===== config.mk =====
export PLATFORM = sky130hd
export DESIGN_NAME = urv_dm_arbiter
export DESIGN_NICKNAME = d
export VERILOG_FILES = /design/src/rtl/urv_dm_arbiter.sv
export SDC_FILE = /design/constraint.sdc
export NUM_CORES = 1
export LEC_CHECK = 0
export BUFFER_PORTS_ARGS = -buffer_cell sky130_fd_sc_hd__buf_2
export CORE_AREA = 2 2 122 124
export DETAILED_ROUTE_END_ITERATION = 10
export DIE_AREA = 0 0 124 126
export PLACE_DENSITY = 0.48
export SETUP_SLACK_MARGIN = 0.1
export SYNTH_ARGS = -nofsm -noshare
export SYNTH_HDL_FRONTEND = slang
export SYNTH_SLANG_ARGS = --single-unit

===== constraint.sdc =====
create_clock -name clk_i -period 1.65 [get_ports clk_i]
set_input_delay 0 -clock clk_i [delete_from_list [all_inputs] [get_ports clk_i]]
set_output_delay 0 -clock clk_i [all_outputs]
set_load 0.02 [all_outputs]

===== src/rtl/urv_dm_arbiter.sv =====
// urv_dm_arbiter: shares one data-memory slave port between the core (C) and debug/DMA (D) masters
module urv_dm_arbiter #(
  parameter int g_fixed_priority = 0,
  parameter int g_rdata_timeout  = 255
) (
  input  logic        clk_i,
  input  logic        rst_i,
  input  logic [31:0] c_addr_i,
  input  logic [31:0] c_data_s_i,
  input  logic [3:0]  c_select_i,
  input  logic        c_load_i,
  input  logic        c_store_i,
  output logic        c_ready_o,
  output logic [31:0] c_data_l_o,
  output logic        c_load_done_o,
  input  logic [31:0] d_addr_i,
  input  logic [31:0] d_data_s_i,
  input  logic [3:0]  d_select_i,
  input  logic        d_load_i,
  input  logic        d_store_i,
  output logic        d_ready_o,
  output logic [31:0] d_data_l_o,
  output logic        d_load_done_o,
  output logic [31:0] m_addr_o,
  output logic [31:0] m_data_s_o,
  output logic [3:0]  m_select_o,
  output logic        m_load_o,
  output logic        m_store_o,
  input  logic        m_ready_i,
  input  logic [31:0] m_data_l_i,
  input  logic        m_rvalid_i,
  output logic        timeout_o
);
  typedef enum logic [1:0] {IDLE, WAIT_C, WAIT_D} state_t;
  localparam logic [15:0] TMO_LAST = 16'(g_rdata_timeout - 1);
  state_t state;
  logic last_d;
  logic [15:0] cnt;
  logic req_c, req_d, busy, timed, window, win_c, win_d, accept, resp;
  assign req_c = c_load_i | c_store_i;
  assign req_d = d_load_i | d_store_i;
  assign busy = state != IDLE;
  assign timed = (g_rdata_timeout != 0) & busy & !m_rvalid_i & (cnt == TMO_LAST);
  assign window = !rst_i & (!busy | m_rvalid_i);
  assign win_c = window & req_c & (!req_d | (g_fixed_priority != 0) | last_d);
  assign win_d = window & req_d & !win_c;
  assign m_addr_o = win_d ? d_addr_i : c_addr_i;
  assign m_data_s_o = win_d ? d_data_s_i : c_data_s_i;
  assign m_select_o = win_d ? d_select_i : c_select_i;
  assign m_load_o = win_c ? c_load_i : win_d & d_load_i;
  assign m_store_o = win_c ? c_store_i & !c_load_i : win_d & d_store_i & !d_load_i;
  assign accept = (m_load_o | m_store_o) & m_ready_i;
  assign c_ready_o = !req_c | (win_c & m_ready_i);
  assign d_ready_o = win_d & m_ready_i;
  assign resp = !rst_i & busy & (m_rvalid_i | timed);
  assign c_load_done_o = resp & (state == WAIT_C);
  assign d_load_done_o = resp & (state == WAIT_D);
  assign timeout_o = !rst_i & timed;
  assign c_data_l_o = timed ? 32'hDEADBEEF : m_data_l_i;
  assign d_data_l_o = timed ? 32'hDEADBEEF : m_data_l_i;
  // outstanding-load owner, round-robin history and response timeout counter
  always_ff @(posedge clk_i)
    if (rst_i) begin
      state <= IDLE;
      last_d <= 1'b1;
      cnt <= '0;
    end else if (accept) begin
      last_d <= win_d;
      state <= !m_load_o ? IDLE : win_d ? WAIT_D : WAIT_C;
      cnt <= '0;
    end else if (resp)
      state <= IDLE;
    else if (busy)
      cnt <= cnt + 16'd1;
endmodule

== Word-level counts from Yosys, hierarchy flattened ==
Index checks and enable logic that the tools add are counted.

* Register bits: 19
* Latch bits: 0
* Memory bits (writable): 0
* ROM bits: 0
* Bits of input ports: 176
* Memories kept: 0

* $add $sub $neg: 1
* Multipliers: 0
* Divide/modulo/power cells: 0
* Magnitude comparators: 0
* Equal/unequal tests: 3
* Shift operators: 0
* Mux-type cells: 10
* Bitwise logic cells: 27
* Reduce and logical (&&, ||, !) cells: 12

{| class="wikitable"
|+ Operators by type and width
! kind !! count
|-
| $mux 32 || 3
|-
| $and 1x1->1 || 19
|-
| $add 16x1->16 const B || 1
|-
| $eq 16x8->1 const B || 1
|-
| $logic_not 1->1 || 8
|-
| $mux 2 || 4
|-
| $or 1x1->1 || 7
|-
| $mux 4 || 1
|-
| $reduce_bool 2->1 || 2
|-
| $eq 2x1->1 const B || 1
|-
| $eq 2x2->1 const B || 1
|-
| $mux 1 || 2
|-
| $reduce_and 2->1 || 1
|-
| $reduce_or 2->1 || 1
|-
| $not 1->1 || 1
|}

== Logic depth before layout (Yosys ltp) ==
* Depth in word-level cells: 14
* Depth in mapped cells: 9
* Mapped depth without buffers: 7

== Worst setup path after synthesis ==
No wires, ideal clock.

* Kind: reg-to-output
* Start point: register cnt[0]
* End point: output port d_data_l_o[10]
* Data arrival time: 1,883 ps
* Required time: 1,650 ps
* Path slack: -233 ps
* Cell stages (with the launch flop): 10
* Path through: dfxtp_1 inv_1 ha_1 nor2b_1 and4_1 buf_2 nand2_1 clkbuf_1 nand2b_1 buf_4

* Word-level cells in the longest chain between the ends: 3

{| class="wikitable"
|+ RTL lines
! element !! RTL line !! text
|-
| start: declaration || 38 || <nowiki>logic [15:0] cnt;</nowiki>
|-
| start signal: assignment || 74 || <nowiki>cnt <= cnt + 16'd1;</nowiki>
|-
| $eq 16x8->1 || 43 || <nowiki>assign timed = (g_rdata_timeout != 0) & busy & !m_rvalid_i & (cnt == TMO_LAST);</nowiki>
|-
| $and 1x1->1 || 43 ||
|-
| $mux 32 || - ||
|-
| end: declaration || 22 || <nowiki>output logic [31:0] d_data_l_o,</nowiki>
|}

No other way between the ends.

== Worst setup path in the final report ==
* Start point: register last_d
* End point: output port m_addr_o[0]

* Word-level cells in the longest chain between the ends: 5

{| class="wikitable"
|+ RTL lines
! element !! RTL line !! text
|-
| start: declaration || 37 || <nowiki>logic last_d;</nowiki>
|-
| start signal: assignment || 68 || <nowiki>last_d <= win_d;</nowiki>
|-
| $or 1x1->1 || 45 || <nowiki>assign win_c = window & req_c & (!req_d | (g_fixed_priority != 0) | last_d);</nowiki>
|-
| $and 1x1->1 || 45 ||
|-
| $logic_not 1->1 || 46 || <nowiki>assign win_d = window & req_d & !win_c;</nowiki>
|-
| $and 1x1->1 || 46 ||
|-
| $mux 32 || 47 || <nowiki>assign m_addr_o = win_d ? d_addr_i : c_addr_i;</nowiki>
|-
| end: declaration || 24 || <nowiki>output logic [31:0] m_addr_o,</nowiki>
|}

No other way between the ends.

==> flow_summary.ini <==
[run_status]
violations = negative setup slack
status = finished with violations

[setup_path]
endpoint = m_addr_o[0]
reg2reg_depth = 9
end_kind = primary output
crit_path_max_fanout = 10
cp_cell_sequence = o21a_1 -> nor4_4 -> buf_12 -> buf_4 -> mux2_2 -> buf_2
r2r_start = cnt[0]
slowest_delay_ns = 0.35
crit_type = reg -> out
crit_start = last_d
crit_arrival_ns = 1.92
cp-start-kind = flip-flop
required_ns = 1.65
worstReg2RegEnd = cnt[3]
rrSetupSlack_ns = -0.11
timing.critical_path.slowest_stage_cell = mux2_2

[place]
place_inst = 777
port_buffers = 314
gp_congestion = 0.9965
post-place-ws_ns = -0.07591
hpwlAfterDp_um = 9836

[floorplanning]
dieWidth_um = 124
die_h_um = 126
io_pins = 315
rows = 44
initial_utilization_pct = 16.75
core_area_mm2 = 0.01431
die-area_mm2 = 0.01562

[grt]
grt_usage_pct = 14.04
grt_max_degree = 19
grt_pass1_wl_um = 17170
overflow = 0
antenna_found_initial = 1
grt_pass1_vias = 3498

[cts]
clock_sinks = 19
cts_buffer_depth = 2
cts_buffers = 3
cts_hold_buffers = 0
clk-insertion-delay-late_ns = 0.26
cts_tree = done
htree_levels = 1
clock-root-buffer = clkbuf_16
clk_pin_slew_ns = 0.06

[pwr]
combPwrFrac_pct = 59.4
p_sw_uw = 885.7
internal-power_uw = 1539
cellPowerDensity_mw_per_mm2 = 428.7
p_seq_share_pct = 19.3
sw_frac_of_total_pct = 36.52
vdd_drop_max_mv = 0.2850
leakagePower_uw = 0.002866
pwr-share-clk_pct = 21.3
total_power_uw = 2425

[timing]
worst_slew_pin_slew_ns = 0.5877
setup_viol = 130
setup_slack_ns = -0.2670
rsz0062_at_grt = yes
post-route-period-util_pct = 116.2
hold_violations = 0
skew_ns = 0.001788
max_slew_margin_pct = 60.63
max_freq_mhz = 521.7
post-route-min-period_ns = 1.917
report.final.slew_viol_count = 0

[synthesis]
synth-main-ff-cell = dfxtp_1
postSynth.asyncResetShare_pct = 0
netlist_area_mm2 = 0.002397
syn_nets = 461
synth_edf_count = 0
yosysTopAreaCell = mux2_2
synth_cell_types = 46
synth_seq_cells = 19
syn_area_per_cell_um2 = 8.471
ys_seq_area_share_pct = 15.87
synthCells = 283
ys_warn_count = 0
synth_area_leaders = mux2_2 (27%), dfxtp_1 (16%), buf_4 (10%)
yosysTopAreaCellShare_pct = 27.24

[route]
wire_per_inst_um = 15.24
via_per_inst = 4.338
vias = 3501
drtAntennaViolNets = 0
drt_first_pass_iters = 4
drcViolationCount = 0
dr.first_iter.drc_count = 91
wirelength_um = 12300

[min_path]
hp-start = m_rvalid_i
hold_path_class = in -> reg

[final_layout]
syn_to_final_growth_pct = 136.0
layout.nets = 802
drive_above_1_share_pct = 86.84
diodes = 0
stdcell_count = 807

[job]
cap_violations = 0
-- power groups by stage --
| stage | sequential [uW] | combinational (uW) | clock [uW] |
|---|---|---|---|
| after floorplan | 479 | 751 | 0 |
| after global placement | 478 | 1200 | 0 |
| after detailed placement | 478 | 1200 | 0 |
| after CTS | 468 | 1390 | 518 |
| after global routing | 470 | 1520 | 540 |
| final | 469 | 1440 | 516 |
-- cell type report --
cell class | instances | area [um2]
multi-input combinational | 211 | 2195
fill | 1369 | 8657
timing repair buffer | 384 | 2736
clock buffer | 3 | 75.07
sequential | 19 | 396.6
inverter | 5 | 18.77
clock inverter | 1 | 5.005
tap | 184 | 230.2
-- cells by family after synthesis --
group / synth area share [%]
simple gates: 21.56
fa+ha+maj: 1.044
mux: 31.94
xor+xnor: 2.923
buf+inv: 14.20
compound gates: 12.47
flops: 15.87
-- per-layer routing --
metal  track usage (%)  part of all wire [%]  up-vias  wire (um)
met1             15.74                    38     1630       4635
li1                  -                     -     1655          -
met5                 0                  0.11        -         13
met2             27.28                    52      203       6382
met3             2.400                   9.3       11       1144
met4             2.644                  0.97        2        119
-- cells in the final DEF (no fill, tap or decap), drive strengths merged, types with 4 or more instances in the layout --
cell	n
a21oi	8
inv	5
nor2	21
o21ai	8
mux2	68
and2	10
nand2b	26
buf	384
xor2	6
nand2	8
nor3	7
dfxtp	19
nand3	4
-- worst min-delay path by stage --
stage	cells after the start	to	slack [ns]
finish	4	state[0]	0.18
global route	4	state[0]	0.22
CTS	4	last_d	0.20
detailed placement	3	d_data_l_o[26]	0.33
global placement	3	d_data_l_o[31]	0.32
floorplan	1	c_data_l_o[10]	0.13
-- worst max-delay path, delay by kind of cell (launching register included) --
family                 cells  cell delay, ns
buffers and inverters      3            0.51
multiplexers               1            0.35
AND/OR/NAND/NOR            1            0.34
flip-flops                 1            0.32
AO/OA/AOI/OAI              1            0.13
-- state kept, by name, summed over array words and instances, names as in the netlist --
name / cells
cnt: 16
last_d: 1
state: 2
-- Yosys cell counts, types with 2 or more instances --
library cell,instances
nor4_1,2
buf_2,7
a211o_1,2
o21a_1,3
xnor2_1,2
and2_1,10
mux2_1,10
nand3_1,4
a21o_1,2
buf_4,33
nor2_1,21
xor2_1,6
a31oi_1,3
dfxtp_1,19
and4_1,3
clkbuf_1,5
nand4_1,2
ha_1,2
nor3b_1,3
and3_1,2
a21oi_1,8
inv_1,5
nor3_1,7
o21ai_0,8
nand2_1,8
o211ai_1,2
mux2_2,58
nand2b_1,26
o2111ai_1,3
-- metrics by stage --
step / hold WS (ns) / TNS [ns] / area, um2 / util (%)
finish: 0.1790 / -18.09 / 5657 / 39.52
floorplan: 0.1315 / -0.01553 / 2795 / -
global placement: 0.3227 / -0.3330 / 4519 / 31.57
CTS: 0.1963 / -22.35 / 5436 / 37.98
detailed placement: 0.3253 / -0.4688 / 4519 / 31.57
global route: 0.2227 / -26.33 / 5657 / 39.52
-- what timing repair did --
action                     4_1_cts  5_1_grt
pin swaps                       20       31
setup endpoints to repair      154      156
resized for setup              197       46
cloned                           2        0
setup buffers                   14       15
Power figures use the tool's default switching activity.
